File: src/rtl/interp_buffer_ctrl_if.sv
// Handshake and buffer-port bundle between the interpolation buffer sequencer,
// the first/second-pass filters and the 9-entry row buffer.
interface interp_buffer_ctrl_if #(
  parameter int DATA_W = 165,
  parameter int ADDR_W = 4
);
  logic              START;
  logic              ABORT;
  logic              IN_VALID;
  logic              IN_READY;
  logic [DATA_W-1:0] IN_DATA;
  logic [ADDR_W-1:0] BUF_ADDR_SEL;
  logic [DATA_W-1:0] BUF_DATA_IN;
  logic              BUF_WRITE_EN;
  logic              BUF_READ_EN;
  logic [DATA_W-1:0] BUF_DATA_OUT;
  logic              OUT_VALID;
  logic              OUT_READY;
  logic [DATA_W-1:0] OUT_DATA;
  logic [ADDR_W-1:0] OUT_INDEX;
  logic              OUT_LAST;
  logic              BUSY;
  logic              DONE;

  // Sequencer view.
  modport master (
    input  START, ABORT, IN_VALID, IN_DATA, BUF_DATA_OUT, OUT_READY,
    output IN_READY, BUF_ADDR_SEL, BUF_DATA_IN, BUF_WRITE_EN, BUF_READ_EN,
           OUT_VALID, OUT_DATA, OUT_INDEX, OUT_LAST, BUSY, DONE
  );

  // Surrounding datapath view.
  modport slave (
    output START, ABORT, IN_VALID, IN_DATA, BUF_DATA_OUT, OUT_READY,
    input  IN_READY, BUF_ADDR_SEL, BUF_DATA_IN, BUF_WRITE_EN, BUF_READ_EN,
           OUT_VALID, OUT_DATA, OUT_INDEX, OUT_LAST, BUSY, DONE
  );
endinterface

File: src/rtl/interp_buffer_ctrl.sv
// Sequencer for the second-pass row buffer: fills DEPTH rows from the first pass,
// then reads them back one at a time and presents each to the second pass.
module interp_buffer_ctrl #(
  parameter int DEPTH  = 9,
  parameter int ADDR_W = 4,
  parameter int DATA_W = 165
) (
  input logic                  CLK,
  input logic                  RST_ASYNC_N,
  interp_buffer_ctrl_if.master bus
);
  typedef enum logic [2:0] {IDLE, FILL, READ, PRESENT, FIN} state_e;
  typedef logic [ADDR_W-1:0] idx_t;
  typedef logic [DATA_W-1:0] row_t;

  localparam idx_t LAST_IDX = idx_t'(DEPTH - 1);

  state_e state_q, state_d;
  idx_t   wr_q, wr_d, rd_q, rd_d;
  idx_t   addr_q;
  logic   in_ready_q, read_en_q, out_valid_q, out_last_q, busy_q, done_q;
  logic   wr_fire, out_fire;

  assign wr_fire  = in_ready_q & bus.IN_VALID;
  assign out_fire = out_valid_q & bus.OUT_READY;

  // NOTE: every variable gets a default before the case so no path leaves it
  // unassigned, which would otherwise infer a latch.
  always_comb begin
    state_d = state_q;
    wr_d    = wr_q;
    rd_d    = rd_q;
    if (bus.ABORT) begin
      state_d = IDLE;
      wr_d    = '0;
      rd_d    = '0;
    end else begin
      unique case (state_q)
        IDLE: begin
          if (bus.START) begin
            state_d = FILL;
            wr_d    = '0;
          end
        end
        FILL: begin
          if (wr_fire) begin
            if (wr_q == LAST_IDX) begin
              state_d = READ;
              rd_d    = '0;
            end else begin
              wr_d = wr_q + 1'b1;
            end
          end
        end
        READ: state_d = PRESENT;
        PRESENT: begin
          if (out_fire) begin
            if (rd_q == LAST_IDX) begin
              state_d = FIN;
            end else begin
              state_d = READ;
              rd_d    = rd_q + 1'b1;
            end
          end
        end
        FIN: begin
          state_d = IDLE;
          wr_d    = '0;
          rd_d    = '0;
        end
        default: state_d = IDLE;
      endcase
    end
  end

  // Outputs are registered from the next state so they line up with state_q.
  // NOTE: sequential state uses non-blocking assignments so every flop samples
  // pre-edge values regardless of statement order.
  always_ff @(posedge CLK or negedge RST_ASYNC_N) begin
    if (!RST_ASYNC_N) begin
      state_q     <= IDLE;
      wr_q        <= '0;
      rd_q        <= '0;
      addr_q      <= '0;
      in_ready_q  <= 1'b0;
      read_en_q   <= 1'b0;
      out_valid_q <= 1'b0;
      out_last_q  <= 1'b0;
      busy_q      <= 1'b0;
      done_q      <= 1'b0;
    end else begin
      state_q     <= state_d;
      wr_q        <= wr_d;
      rd_q        <= rd_d;
      in_ready_q  <= (state_d == FILL);
      read_en_q   <= (state_d == READ);
      out_valid_q <= (state_d == PRESENT);
      out_last_q  <= (state_d == PRESENT) && (rd_d == LAST_IDX);
      busy_q      <= (state_d != IDLE);
      done_q      <= (state_d == FIN);
      unique case (state_d)
        FILL:          addr_q <= wr_d;
        READ, PRESENT: addr_q <= rd_d;
        default:       addr_q <= '0;
      endcase
    end
  end

  assign bus.IN_READY     = in_ready_q;
  assign bus.BUF_WRITE_EN = wr_fire;
  assign bus.BUF_DATA_IN  = row_t'(bus.IN_DATA);
  assign bus.BUF_ADDR_SEL = addr_q;
  assign bus.BUF_READ_EN  = read_en_q;
  // The buffer output holds between reads, so the row is passed straight through.
  assign bus.OUT_DATA     = row_t'(bus.BUF_DATA_OUT);
  assign bus.OUT_VALID    = out_valid_q;
  assign bus.OUT_INDEX    = rd_q;
  assign bus.OUT_LAST     = out_last_q;
  assign bus.BUSY         = busy_q;
  assign bus.DONE         = done_q;
endmodule
File: src/flat_wrapper.sv
// flat-port wrapper written by rule: the top's interface ports become plain ports
module interp_buffer_ctrl_flat 
#(
  parameter int DEPTH  = 9,
  parameter int ADDR_W = 4,
  parameter int DATA_W = 165
)
  (CLK, RST_ASYNC_N, bus_START, bus_ABORT, bus_IN_VALID, bus_IN_DATA, bus_BUF_DATA_OUT, bus_OUT_READY, bus_IN_READY, bus_BUF_ADDR_SEL, bus_BUF_DATA_IN, bus_BUF_WRITE_EN, bus_BUF_READ_EN, bus_OUT_VALID, bus_OUT_DATA, bus_OUT_INDEX, bus_OUT_LAST, bus_BUSY, bus_DONE);
  interp_buffer_ctrl_if #(.DATA_W(DATA_W), .ADDR_W(ADDR_W)) bus_i ();
  input logic CLK;
  input logic RST_ASYNC_N;
  input wire logic [$bits(bus_i.START)-1:0] bus_START;
  input wire logic [$bits(bus_i.ABORT)-1:0] bus_ABORT;
  input wire logic [$bits(bus_i.IN_VALID)-1:0] bus_IN_VALID;
  input wire logic [$bits(bus_i.IN_DATA)-1:0] bus_IN_DATA;
  input wire logic [$bits(bus_i.BUF_DATA_OUT)-1:0] bus_BUF_DATA_OUT;
  input wire logic [$bits(bus_i.OUT_READY)-1:0] bus_OUT_READY;
  output wire logic [$bits(bus_i.IN_READY)-1:0] bus_IN_READY;
  output wire logic [$bits(bus_i.BUF_ADDR_SEL)-1:0] bus_BUF_ADDR_SEL;
  output wire logic [$bits(bus_i.BUF_DATA_IN)-1:0] bus_BUF_DATA_IN;
  output wire logic [$bits(bus_i.BUF_WRITE_EN)-1:0] bus_BUF_WRITE_EN;
  output wire logic [$bits(bus_i.BUF_READ_EN)-1:0] bus_BUF_READ_EN;
  output wire logic [$bits(bus_i.OUT_VALID)-1:0] bus_OUT_VALID;
  output wire logic [$bits(bus_i.OUT_DATA)-1:0] bus_OUT_DATA;
  output wire logic [$bits(bus_i.OUT_INDEX)-1:0] bus_OUT_INDEX;
  output wire logic [$bits(bus_i.OUT_LAST)-1:0] bus_OUT_LAST;
  output wire logic [$bits(bus_i.BUSY)-1:0] bus_BUSY;
  output wire logic [$bits(bus_i.DONE)-1:0] bus_DONE;
  assign bus_i.START = bus_START;
  assign bus_i.ABORT = bus_ABORT;
  assign bus_i.IN_VALID = bus_IN_VALID;
  assign bus_i.IN_DATA = bus_IN_DATA;
  assign bus_i.BUF_DATA_OUT = bus_BUF_DATA_OUT;
  assign bus_i.OUT_READY = bus_OUT_READY;
  assign bus_IN_READY = bus_i.IN_READY;
  assign bus_BUF_ADDR_SEL = bus_i.BUF_ADDR_SEL;
  assign bus_BUF_DATA_IN = bus_i.BUF_DATA_IN;
  assign bus_BUF_WRITE_EN = bus_i.BUF_WRITE_EN;
  assign bus_BUF_READ_EN = bus_i.BUF_READ_EN;
  assign bus_OUT_VALID = bus_i.OUT_VALID;
  assign bus_OUT_DATA = bus_i.OUT_DATA;
  assign bus_OUT_INDEX = bus_i.OUT_INDEX;
  assign bus_OUT_LAST = bus_i.OUT_LAST;
  assign bus_BUSY = bus_i.BUSY;
  assign bus_DONE = bus_i.DONE;
  interp_buffer_ctrl #(.DEPTH(DEPTH), .ADDR_W(ADDR_W), .DATA_W(DATA_W)) u_core (.CLK(CLK), .RST_ASYNC_N(RST_ASYNC_N), .bus(bus_i));
endmodule
File: config.mk
export PLATFORM = sky130hd
export DESIGN_NAME = interp_buffer_ctrl_flat
export DESIGN_NICKNAME = d
export VERILOG_FILES = /design/src/rtl/interp_buffer_ctrl_if.sv /design/src/rtl/interp_buffer_ctrl.sv /design/src/flat_wrapper.sv
export SDC_FILE = /design/constraint.sdc
export NUM_CORES = 1
export LEC_CHECK = 0
export ABC_AREA = 1
export ABC_CLOCK_PERIOD_IN_PS = 3100
export BUFFER_PORTS_ARGS = -buffer_cell sky130_fd_sc_hd__buf_2
export CAP_MARGIN = 20
export CORE_AREA = 2 2 262 264
export DETAILED_ROUTE_END_ITERATION = 6
export DIE_AREA = 0 0 264 266
export PLACE_DENSITY_LB_ADDON = 0.2
export SYNTH_ARGS = -nofsm -noshare
export SYNTH_HDL_FRONTEND = slang
export SYNTH_SLANG_ARGS = --single-unit
File: constraint.sdc
create_clock -name CLK -period 3.1 [get_ports CLK]
set_clock_uncertainty 0.1 [all_clocks]
set_input_delay 0.31 -clock CLK [delete_from_list [all_inputs] [get_ports CLK]]
set_output_delay 0.31 -clock CLK [all_outputs]
set_load 0.02 [all_outputs]
==> summary.md <==
| Metric | Value |
|---|---|
| Headroom to the max-slew limit | `0.6596` |
| Max Used Layer | `met5` |
| DRT Wirelength | `13300 um` |
| Syn nets | `around 820` |
| Critical Path End Type | `register` |
| CTS max path bufs | `2` |
| Clock network latency to the later pin of the worst-skew pair | `about 0.26 ns` |
| CP startpoint | `u_core.bus.OUT_INDEX[0]` |
| Reg2reg path depth | `11` |
| Number of global-route vias before repair | `1810` |
| Nets | `~520` |
| Routed length per instance | `approximately 13 um` |
| Core outline area | `roughly 68000 um2` |
| Worst R2R Start | `u_core.bus.OUT_INDEX[0]` |
| Tightest Pin Transition | `0.5106 ns` |
| Die height | `roughly 270 um` |
| Pwr Density | `~260 nW/um2` |
| Final hold violation count | `0` |
| Yosys top cell area share | `0.6707` |
| Total global routing overflow | `0` |
| Pre-CTS WS | `around 1.3 ns` |
| Seq cells post-synth | `21` |
| CTS tree | `done` |
| Starting Density | `0.05452` |
| GRT Total Usage | `0.03474` |
| Num CTS Buffers | `3` |
| CP cell instances | `inv_1 -> ha_1 -> nand3_1 -> nor2_2 -> nor2_1 -> nand2_1 -> nand3_1 -> nand2_1 -> inv_1 -> nand2_1 -> nand2_1` |
| CTS root buffer | `clkbuf_16` |
| Slew Limit Fails | `0` |
| F_max | `about 570 MHz` |
| FP Rows | `96` |
| Setup WS post-layout | `1.344 ns` |
| Number of synthesized flops with an enable pin | `0` |
| Diode count | `0` |
| Area grow syn2layout | `-32.05%` |
| Drt first-iter violations | `59` |
| Syn Area/Cell | `7.711 um2` |
| Drt pass-1 iters | `4` |
| Reg-to-reg endpoint | `u_core.bus.BUF_ADDR_SEL[2]` |
| Internal reg-to-reg setup slack | `~1.3 ns` |
| Placer Congestion | `0.6317` |
| Sink Count | `21` |
| Class of the worst hold path | `in -> reg` |
| Final instance area | `~2500 um2` |
| Setup TNS | `0 ns` |
| Initial antenna violation count | `2` |
| CP Capture Point | `u_core.bus.BUF_ADDR_SEL[2]` |
| Crit start category | `register` |
| H-tree Lvls | `1` |
| IO Count | `681` |
| Post-synthesis cell count | `479` |
| Metal2 WL | `~5100 um` |
| Fraction of synthesis flops using an asynchronous set or reset pin | `1.000` |
| Die area | `approximately 70000 um2` |
| Vias per cell | `about 1.5` |
| CP Data Arrival Time | `roughly 1.8 ns` |
| Setup bufs post-CTS | `0` |
| Max_cap viols | `0` |
| Crit-path max FO | `5` |
| Max VDD drop | `158.4 uV` |
| Number of port buffers | `20` |
| Layout cell share with drive strength beyond 1 | `0.3046` |
| Clock transition at path regs | `0.07 ns` |
| Sequential area share after synthesis | `0.1423` |
| Unrepaired setup endpoints after global routing | `false` |
| Largest area contributor in the netlist | `buf_4` |
| Die extent in x | `between 200 and 300 um` |
| Crit path kind | `reg -> reg` |
| M1 WL | `between 2000 and 3000 um` |
| Top_reg_cell synth | `dfrtp_1` |
| Dpl cell area | `2420 um2` |
| Final period util | `0.5665` |
| Crit path largest cell delay | `between 0.4 and 0.5 ns` |
| Pleak | `around 0.8 nW` |
| Vias after detailed routing | `1593` |
| Cell variety after synth | `26` |
| Worst Path Required | `between 3 and 4 ns` |
| Largest net degree at the start of global routing | `22` |
| DR DRC count | `0` |
| Minimum clock period | `roughly 1.8 ns` |
| Status | `finished, final reports clean` |
| Mapped Area | `3694 um2` |
| First-pass GRT wire length | `roughly 17000 um` |
| YS warnings | `0` |
| Top cell by count, worst path | `nand2_1` |
| Top cells by area, synth | `buf_4 67%, dfrtp_1 14%, nand2_1 3.8%, nand3_1 1.8%, inv_1 1.5%` |
| Detailed-placement wirelength estimate | `about 11000 um` |
| Slowest stage cell, crit path | `dfrtp_1` |
| Final setup violation count | `0` |
| Number of routed nets with antenna violations | `0` |
| Met3 wire len | `3421 um` |
==> per-layer routing <==
layer | GRT usage | up-vias
li1 | - | 521
met1 | 0.02171 | 597
met2 | 0.04374 | 331
met3 | 0.04020 | 142
met4 | 0.04960 | 2
met5 | 0 | -
==> how the worst min path moves through the flow <==
stage | from | endpoint | slack [ns] | cells after the start
2_1_floorplan | RST_ASYNC_N | u_core.bus.BUF_ADDR_SEL[0] | -0.09 | 0
3_3_place_gp | RST_ASYNC_N | u_core.bus.BUF_READ_EN | 0.23 | 1
3_5_place_dp | RST_ASYNC_N | u_core.bus.OUT_LAST | 0.22 | 1
4_1_cts | bus_ABORT | u_core.wr_q[2] | 0.27 | 2
5_1_grt | bus_ABORT | u_core.wr_q[2] | 0.27 | 2
6_report | bus_ABORT | u_core.wr_q[1] | 0.26 | 2
==> power by group <==
part / leakage, nW / switching, mW / internal, mW
Combinational: 0.494 / 0.0631 / 0.0256
Sequential: 0.289 / 0.0111 / 0.281
Clock: 0.0409 / 0.109 / 0.174
==> cell type report <==
type                    instances  area, um2
clock inverters                 1      5.005
flip-flops and latches         21      525.5
inverters                      22      86.33
multi-input cells             106      604.3
clock buffers                   3      75.07
well taps                     882       1104
repair buffers                 21      110.1
fillers                      8125      65240
==> cell usage after synthesis, types with 2 or more instances <==
cell     instances
nand3_2          3
ha_1             4
inv_2            5
dfrtp_1         21
inv_1           15
nor2_1          13
nand3_1         13
o21ai_0          7
nor2_4           2
nand2_4          3
nand2_2          7
nor2_2           4
buf_4          330
a21oi_1          3
nand4_1          2
nand2_1         37
==> kinds of logic after synthesis <==
kind of cell	after synthesis	share of synthesized area
compound gates	15	0.02710
xor+xnor	1	0.002372
fa+ha+maj	4	0.01355
buf+inv	352	0.6941
flops	21	0.1423
simple gates	86	0.1206
==> repair_timing <==
item / CTS / global route
endpoints found under the hold margin: 21 / 0
gates resized for setup: 0 / 0
hold buffers: 1 / 0
==> state kept, by name, indices dropped and copies added (netlist names), 3 cells and up <==
register,cells
u_core.bus.OUT_INDEX,4
u_core.state_q,3
u_core.bus.BUF_ADDR_SEL,4
u_core.wr_q,4
==> worst max-delay path: cells and delay by family, from the launching register on <==
family / cells / cell delay (ns)
adder cells (fa/ha/maj): 1 / 0.16
AND/OR/NAND/NOR: 8 / 0.75
buffers and inverters: 2 / 0.18
flip-flops: 1 / 0.43
==> placed cells by master, fill, tap and decap left out, drive strengths merged <==
cell type    count
clkinv           2
nand4            2
xor2             1
nand2           47
o21ai            9
dfrtp           21
o211ai           1
nand3b           1
a211oi           1
ha               4
nand3           17
nor2            19
dlygate4sd3      1
clkbuf           3
a21oi            3
inv             21
a21o             1
buf             20
==> per-stage QoR <==
stage | std cells | total power, mW | hold WS, ns | util
final | 1056 | 0.6640 | 0.2635 | 0.03705
after global routing | 1056 | 0.7056 | 0.2745 | 0.03705
after CTS | 1056 | 0.6793 | 0.2690 | 0.03705
after detailed placement | 1051 | 0.3891 | 0.2210 | 0.03572
after global placement | 1051 | 0.3919 | 0.2337 | 0.03572
after floorplan | 479 | 0.9712 | -0.08559 | -
(Power assumes the default switching activity.)
